### src/rtl/gmii_tx_frame_monitor.sv
// GMII transmit-side frame monitor: strips preamble/SFD, checks FCS and length,
// repacks frame bytes into 32-bit sop/eop/be words and keeps good/bad frame counters.
module gmii_tx_frame_monitor #(
  parameter int MIN_LEN    = 64,
  parameter int MAX_LEN    = 1518,
  parameter bit STRICT_PRE = 1'b1
) (
  input  logic        tx_clk,
  input  logic        reset,
  input  logic        tx_en,
  input  logic        tx_er,
  input  logic [7:0]  txd,
  output logic        mon_valid,
  output logic [31:0] mon_data,
  output logic [1:0]  mon_be,
  output logic        mon_sop,
  output logic        mon_eop,
  output logic        stat_valid,
  output logic [15:0] stat_len,
  output logic        stat_crc_ok,
  output logic [3:0]  stat_err,
  output logic [15:0] cnt_good,
  output logic [15:0] cnt_bad
);

  localparam logic [2:0]  S_IDLE = 3'd0;
  localparam logic [2:0]  S_PRE  = 3'd1;
  localparam logic [2:0]  S_DATA = 3'd2;
  localparam logic [2:0]  S_END  = 3'd3;
  localparam logic [2:0]  S_DROP = 3'd4;
  localparam logic [15:0] MIN_L  = 16'(MIN_LEN);
  localparam logic [15:0] MAX_L  = 16'(MAX_LEN);
  localparam logic [31:0] CRC_RESIDUE = 32'hC704DD7B;

  // CRC register is kept MSB-first; each byte is fed LSB-first as on the wire
  function automatic logic [31:0] crc32_byte(input logic [31:0] c, input logic [7:0] d);
    logic [31:0] r;
    r = c;
    for (int i = 0; i < 8; i++) begin
      if (r[31] ^ d[i]) r = {r[30:0], 1'b0} ^ 32'h04C11DB7;
      else              r = {r[30:0], 1'b0};
    end
    return r;
  endfunction

  function automatic logic [15:0] sat_inc(input logic [15:0] v);
    return (v == 16'hFFFF) ? v : v + 16'd1;
  endfunction

  logic [2:0]  state;
  logic        tx_en_d;
  logic [2:0]  pre_cnt;
  logic [31:0] crc;
  logic [15:0] len;
  logic [1:0]  idx;
  logic [31:0] acc;
  logic [31:0] held_word;
  logic        held_valid;
  logic        sop_pend;
  logic        er_seen;

  logic        start;
  logic [2:0]  start_state;
  logic        sfd_ok;
  logic        fin_crc_ok;
  logic [3:0]  fin_err;
  logic        fin_good;

  // Frame-start detection and end-of-frame verdict
  always_comb begin
    start       = tx_en & ~tx_en_d;
    start_state = (txd == 8'h55) ? S_PRE : S_DROP;
    sfd_ok      = STRICT_PRE ? (pre_cnt == 3'd7) : (pre_cnt != 3'd0);
    fin_crc_ok  = (crc == CRC_RESIDUE);
    fin_err     = {er_seen, (len > MAX_L), (len < MIN_L), 1'b0};
    fin_good    = fin_crc_ok & (fin_err == 4'b0000);
  end

  // Frame FSM, byte packing, status and counters
  always_ff @(posedge tx_clk or posedge reset) begin
    if (reset) begin
      state       <= S_IDLE;
      tx_en_d     <= 1'b1;
      pre_cnt     <= 3'd0;
      crc         <= 32'hFFFF_FFFF;
      len         <= 16'd0;
      idx         <= 2'd0;
      acc         <= 32'h0;
      held_word   <= 32'h0;
      held_valid  <= 1'b0;
      sop_pend    <= 1'b0;
      er_seen     <= 1'b0;
      mon_valid   <= 1'b0;
      mon_data    <= 32'h0;
      mon_be      <= 2'b00;
      mon_sop     <= 1'b0;
      mon_eop     <= 1'b0;
      stat_valid  <= 1'b0;
      stat_len    <= 16'd0;
      stat_crc_ok <= 1'b0;
      stat_err    <= 4'b0000;
      cnt_good    <= 16'd0;
      cnt_bad     <= 16'd0;
    end else begin
      tx_en_d     <= tx_en;
      mon_valid   <= 1'b0;
      mon_data    <= 32'h0;
      mon_be      <= 2'b00;
      mon_sop     <= 1'b0;
      mon_eop     <= 1'b0;
      stat_valid  <= 1'b0;
      stat_len    <= 16'd0;
      stat_crc_ok <= 1'b0;
      stat_err    <= 4'b0000;
      case (state)
        S_IDLE: begin
          if (start) begin
            state   <= start_state;
            pre_cnt <= 3'd1;
          end
        end
        S_PRE: begin
          if (!tx_en) begin
            stat_valid <= 1'b1;
            stat_err   <= 4'b0001;
            cnt_bad    <= sat_inc(cnt_bad);
            state      <= S_IDLE;
          end else if (txd == 8'h55) begin
            if (pre_cnt != 3'd7) pre_cnt <= pre_cnt + 3'd1;
          end else if ((txd == 8'hD5) && sfd_ok) begin
            state      <= S_DATA;
            crc        <= 32'hFFFF_FFFF;
            len        <= 16'd0;
            idx        <= 2'd0;
            acc        <= 32'h0;
            held_valid <= 1'b0;
            sop_pend   <= 1'b1;
            er_seen    <= 1'b0;
          end else begin
            state <= S_DROP;
          end
        end
        S_DATA: begin
          if (tx_en) begin
            crc     <= crc32_byte(crc, txd);
            len     <= sat_inc(len);
            idx     <= idx + 2'd1;
            er_seen <= er_seen | tx_er;
            // A held full word is only known not to be last once another byte arrives
            if (held_valid) begin
              mon_valid  <= 1'b1;
              mon_data   <= held_word;
              mon_sop    <= sop_pend;
              sop_pend   <= 1'b0;
              held_valid <= 1'b0;
            end
            case (idx)
              2'd0:    acc <= {txd, 24'h0};
              2'd1:    acc[23:16] <= txd;
              2'd2:    acc[15:8] <= txd;
              2'd3: begin
                held_word  <= {acc[31:8], txd};
                held_valid <= 1'b1;
                acc        <= 32'h0;
              end
              default: acc <= acc;
            endcase
          end else begin
            state <= S_END;
          end
        end
        S_END: begin
          if (held_valid) begin
            mon_valid <= 1'b1;
            mon_data  <= held_word;
            mon_sop   <= sop_pend;
            mon_eop   <= 1'b1;
          end else if (idx != 2'd0) begin
            mon_valid <= 1'b1;
            mon_data  <= acc;
            mon_sop   <= sop_pend;
            mon_eop   <= 1'b1;
            mon_be    <= idx;
          end
          held_valid  <= 1'b0;
          sop_pend    <= 1'b0;
          stat_valid  <= 1'b1;
          stat_len    <= len;
          stat_crc_ok <= fin_crc_ok;
          stat_err    <= fin_err;
          if (fin_good) cnt_good <= sat_inc(cnt_good);
          else          cnt_bad  <= sat_inc(cnt_bad);
          // A 1-cycle IPG puts the next rising edge of tx_en into this cycle
          if (start) begin
            state   <= start_state;
            pre_cnt <= 3'd1;
          end else begin
            state <= S_IDLE;
          end
        end
        S_DROP: begin
          if (!tx_en) begin
            stat_valid <= 1'b1;
            stat_err   <= 4'b0001;
            cnt_bad    <= sat_inc(cnt_bad);
            state      <= S_IDLE;
          end
        end
        default: state <= S_IDLE;
      endcase
    end
  end

endmodule
### config.mk
export PLATFORM = sky130hd
export DESIGN_NAME = gmii_tx_frame_monitor
export DESIGN_NICKNAME = d
export VERILOG_FILES = /design/src/rtl/gmii_tx_frame_monitor.sv
export SDC_FILE = /design/constraint.sdc
export NUM_CORES = 1
export LEC_CHECK = 0
export ABC_AREA = 1
export BUFFER_PORTS_ARGS = -buffer_cell sky130_fd_sc_hd__buf_2
export CORE_MARGIN = 5
export CORE_UTILIZATION = 54
export CTS_CLUSTER_SIZE = 28
export DETAILED_ROUTE_END_ITERATION = 6
export MAX_ROUTING_LAYER = met4
export PLACE_DENSITY = 0.82
export SYNTH_ARGS = -nofsm -noshare
export SYNTH_HDL_FRONTEND = slang
export SYNTH_SLANG_ARGS = --single-unit
### constraint.sdc
create_clock -name tx_clk -period 6.1 [get_ports tx_clk]
set_clock_uncertainty 0.1 [all_clocks]
set_input_delay 0.305 -clock tx_clk [delete_from_list [all_inputs] [get_ports tx_clk]]
set_output_delay 0.305 -clock tx_clk [all_outputs]
set_load 0.02 [all_outputs]
==> results.cfg <==
[outcome]
status = completed

[routing]
drc = 0
drtAntennaViolNets = 0
drtIter0Drc = 727
wl_um = 24800
vias = 8685
avgViaCountPerCell = 5.251
first_pass_iters = 5
wire_per_inst_um = 14.99

[grt]
grt_max_degree = 135
gr-total-overflow = 0
grtUsageTotal_pct = 22.87
grt_pass1_wl_um = 41280
antenna_found_initial = 0
grt_pass1_vias = 8444

[worst_setup_path]
cp_slowest_stage_delay_ns = 0.92
cp_cell_sequence = inv_2, nand2_4, inv_2, nand2_1, inv_1, nand3_2, o21ai_0
end_kind = flop
crit_slowest_cell = nand3_2
crit_fanout = 65
worstPathRequired_ns = 6.38
critPathKind = reg -> reg
arrival_ns = 3.71
start_kind = flop
path_common_cell = inv_2

[timing]
period_needed_ns = 3.438
setup_viol = 0
worstMarginPinSlew_ns = 1.070
fmax_ghz = 0.2908
tns_ns = 0
fin_ws_ns = 2.662
slew_headroom_pct = 28.56
slew_viol_final = 0
grt_setup_unrepaired = no
hold_violations = 0
fin_crit_sh_pct = 56.36

[synthesis]
synthTopCellsByArea = dfrtp_1 (41%), nand2_1 (10%), dfstp_2 (8.1%)
synthTopCellsByCount = nand2_1 (291), dfrtp_1 (174), inv_1 (157)
synth_edf_count = 0
syn_avg_cell_area_um2 = 8.380
synth_top_area_share_pct = 40.72
synth_ff_type = dfrtp_1
ys_ff_latch = 207
yosysUniqueCellTypes = 47
async_flop_share_pct = 100.0
synth_fp_nets = 1298
yosysTopAreaCell = dfrtp_1
synth_cells = 1276
yosysMostFrequentCell = nand2_1
ys_seq_area_share_pct = 48.83
syn_area_mm2 = 0.01069
yosysWarnings = 0

[clock_tree]
path_clk_slew_ns = 0.06
cts_max_path_buffers = 3
post_cts_buffers = 0
insertion_delay_ns = 0.50
tritoncts = yes
numCtsBuffers = 22
root_buffer = clkbuf_16
cts.sinks = 207
htree_levels = 1

[floorplanning]
core-area_mm2 = 0.01946
placementRows = 51
io_pins = 103
die_area_mm2 = 0.02272
initial_core_util_pct = 54.94
die_h_um = 150.7
die_w_um = 150.7

[power]
powerDensity_mw_per_mm2 = 386.9
p_leak_nw = 6.073
finalPower_mw = 4.691
vdd_ir_drop_max_uv = 243.3

[placement]
dp_slack_ns = 2.748
place_congestion = 0.9505
dp.final_hpwl_um = 17060
portBuffers = 102

[finish]
utilization_pct = 62.29
antenna_cells = 0
areaGrowthSynthToFinish_pct = 13.37
layout-drive-gt1-share_pct = 17.85
layout.nets = 1395

[flow_run]
cap_violations = 0

[min_path]
hold_class = in -> reg
-- stage by stage --
| step | std cells | area [um^2] | hold WS [ns] |
|---|---|---|---|
| after floorplan | 1276 | 10690 | 0.2095 |
| after global placement | 1611 | 11340 | 0.3503 |
| after detailed placement | 1611 | 11340 | 0.3642 |
| after CTS | 1654 | 12120 | 0.006442 |
| after global routing | 1654 | 12120 | 0.02685 |
| final | 1654 | 12120 | 0.01749 |
-- area by class of cell --
cell class / instances / area (um^2)
tap: 265 / 331.6
fill: 1628 / 7340
clock buffer: 33 / 633.1
timing repair buffer: 108 / 563.0
clock inverter: 7 / 116.4
sequential: 207 / 5221
inverter: 171 / 656.9
multi-input combinational: 863 / 4601
-- critical path: cells and delay by family, from the launching register on --
family          cells  cell delay, ns
flops               1            0.42
compound gates      1            0.53
buf+inv             3            0.75
simple gates        3            1.50
-- placed cells by master, fill, tap and decap left out, types with 7 or more instances in the layout --
cell type	synthesis	final
nand3_1	71	70
ha_1	10	10
clkbuf_1	11	8
xor2_1	64	64
nor3_1	28	28
dfrtp_1	174	174
clkbuf_16	0	23
dfstp_2	33	33
o21ai_2	8	8
xnor2_1	13	13
a21oi_1	12	12
nand2_1	291	291
buf_2	10	102
nand4_1	17	17
inv_2	12	12
o21ai_1	19	19
inv_1	157	156
o21ai_0	132	132
nor2_1	128	128
o22ai_1	7	7
-- cells by family after synthesis --
group	count (synthesis)	share of synthesized area, %
simple gates	573	23.71
flops	207	48.83
buf+inv	206	8.191
compound gates	195	10.26
xor+xnor	85	7.840
fa+ha+maj	10	1.170
-- routing by layer --
metal	share of wire, %	GRT usage, %
met5	0	-
met4	2.9	7.570
met3	6.0	3.040
met2	48	37.00
met1	43	30.10
-- final timing paths --
path / startpoint / end / slack, ns / depth (start not counted)
hold reg to reg: held_word[18] / held_word[18] / 0.38 / 2
max in group asynchronous: reset / held_word[14] / 4.00 / 4
min in group asynchronous: reset / cnt_bad[5] / 0.46 / 3
hold / removal: txd[2] / acc[26] / 0.02 / 3
setup reg to reg: state[2] / held_word[5] / 2.66 / 7
setup / recovery: state[2] / held_word[5] / 2.66 / 7
-- flip-flops by register name, indices dropped and copies added (netlist names), 4 cells and up --
signal	cells
cnt_good	16
stat_len	16
cnt_bad	16
len	16
acc	24
stat_err	4
held_word	32
mon_data	32
crc	32
-- timing repair --
item | in CTS | in global routing
endpoints found under the setup margin | 0 | 0
hold buffers | 3 | 0
resized for setup | 0 | 0
hold endpoints to repair | 117 | 0
-- power by group --
part | switching (mW) | internal (mW) | total, mW
registers | 0.222 | 1.67 | 1.89
clock network | 0.530 | 0.846 | 1.38
logic | 0.923 | 0.498 | 1.42
No activity file was read; power rests on OpenSTA's default activity.
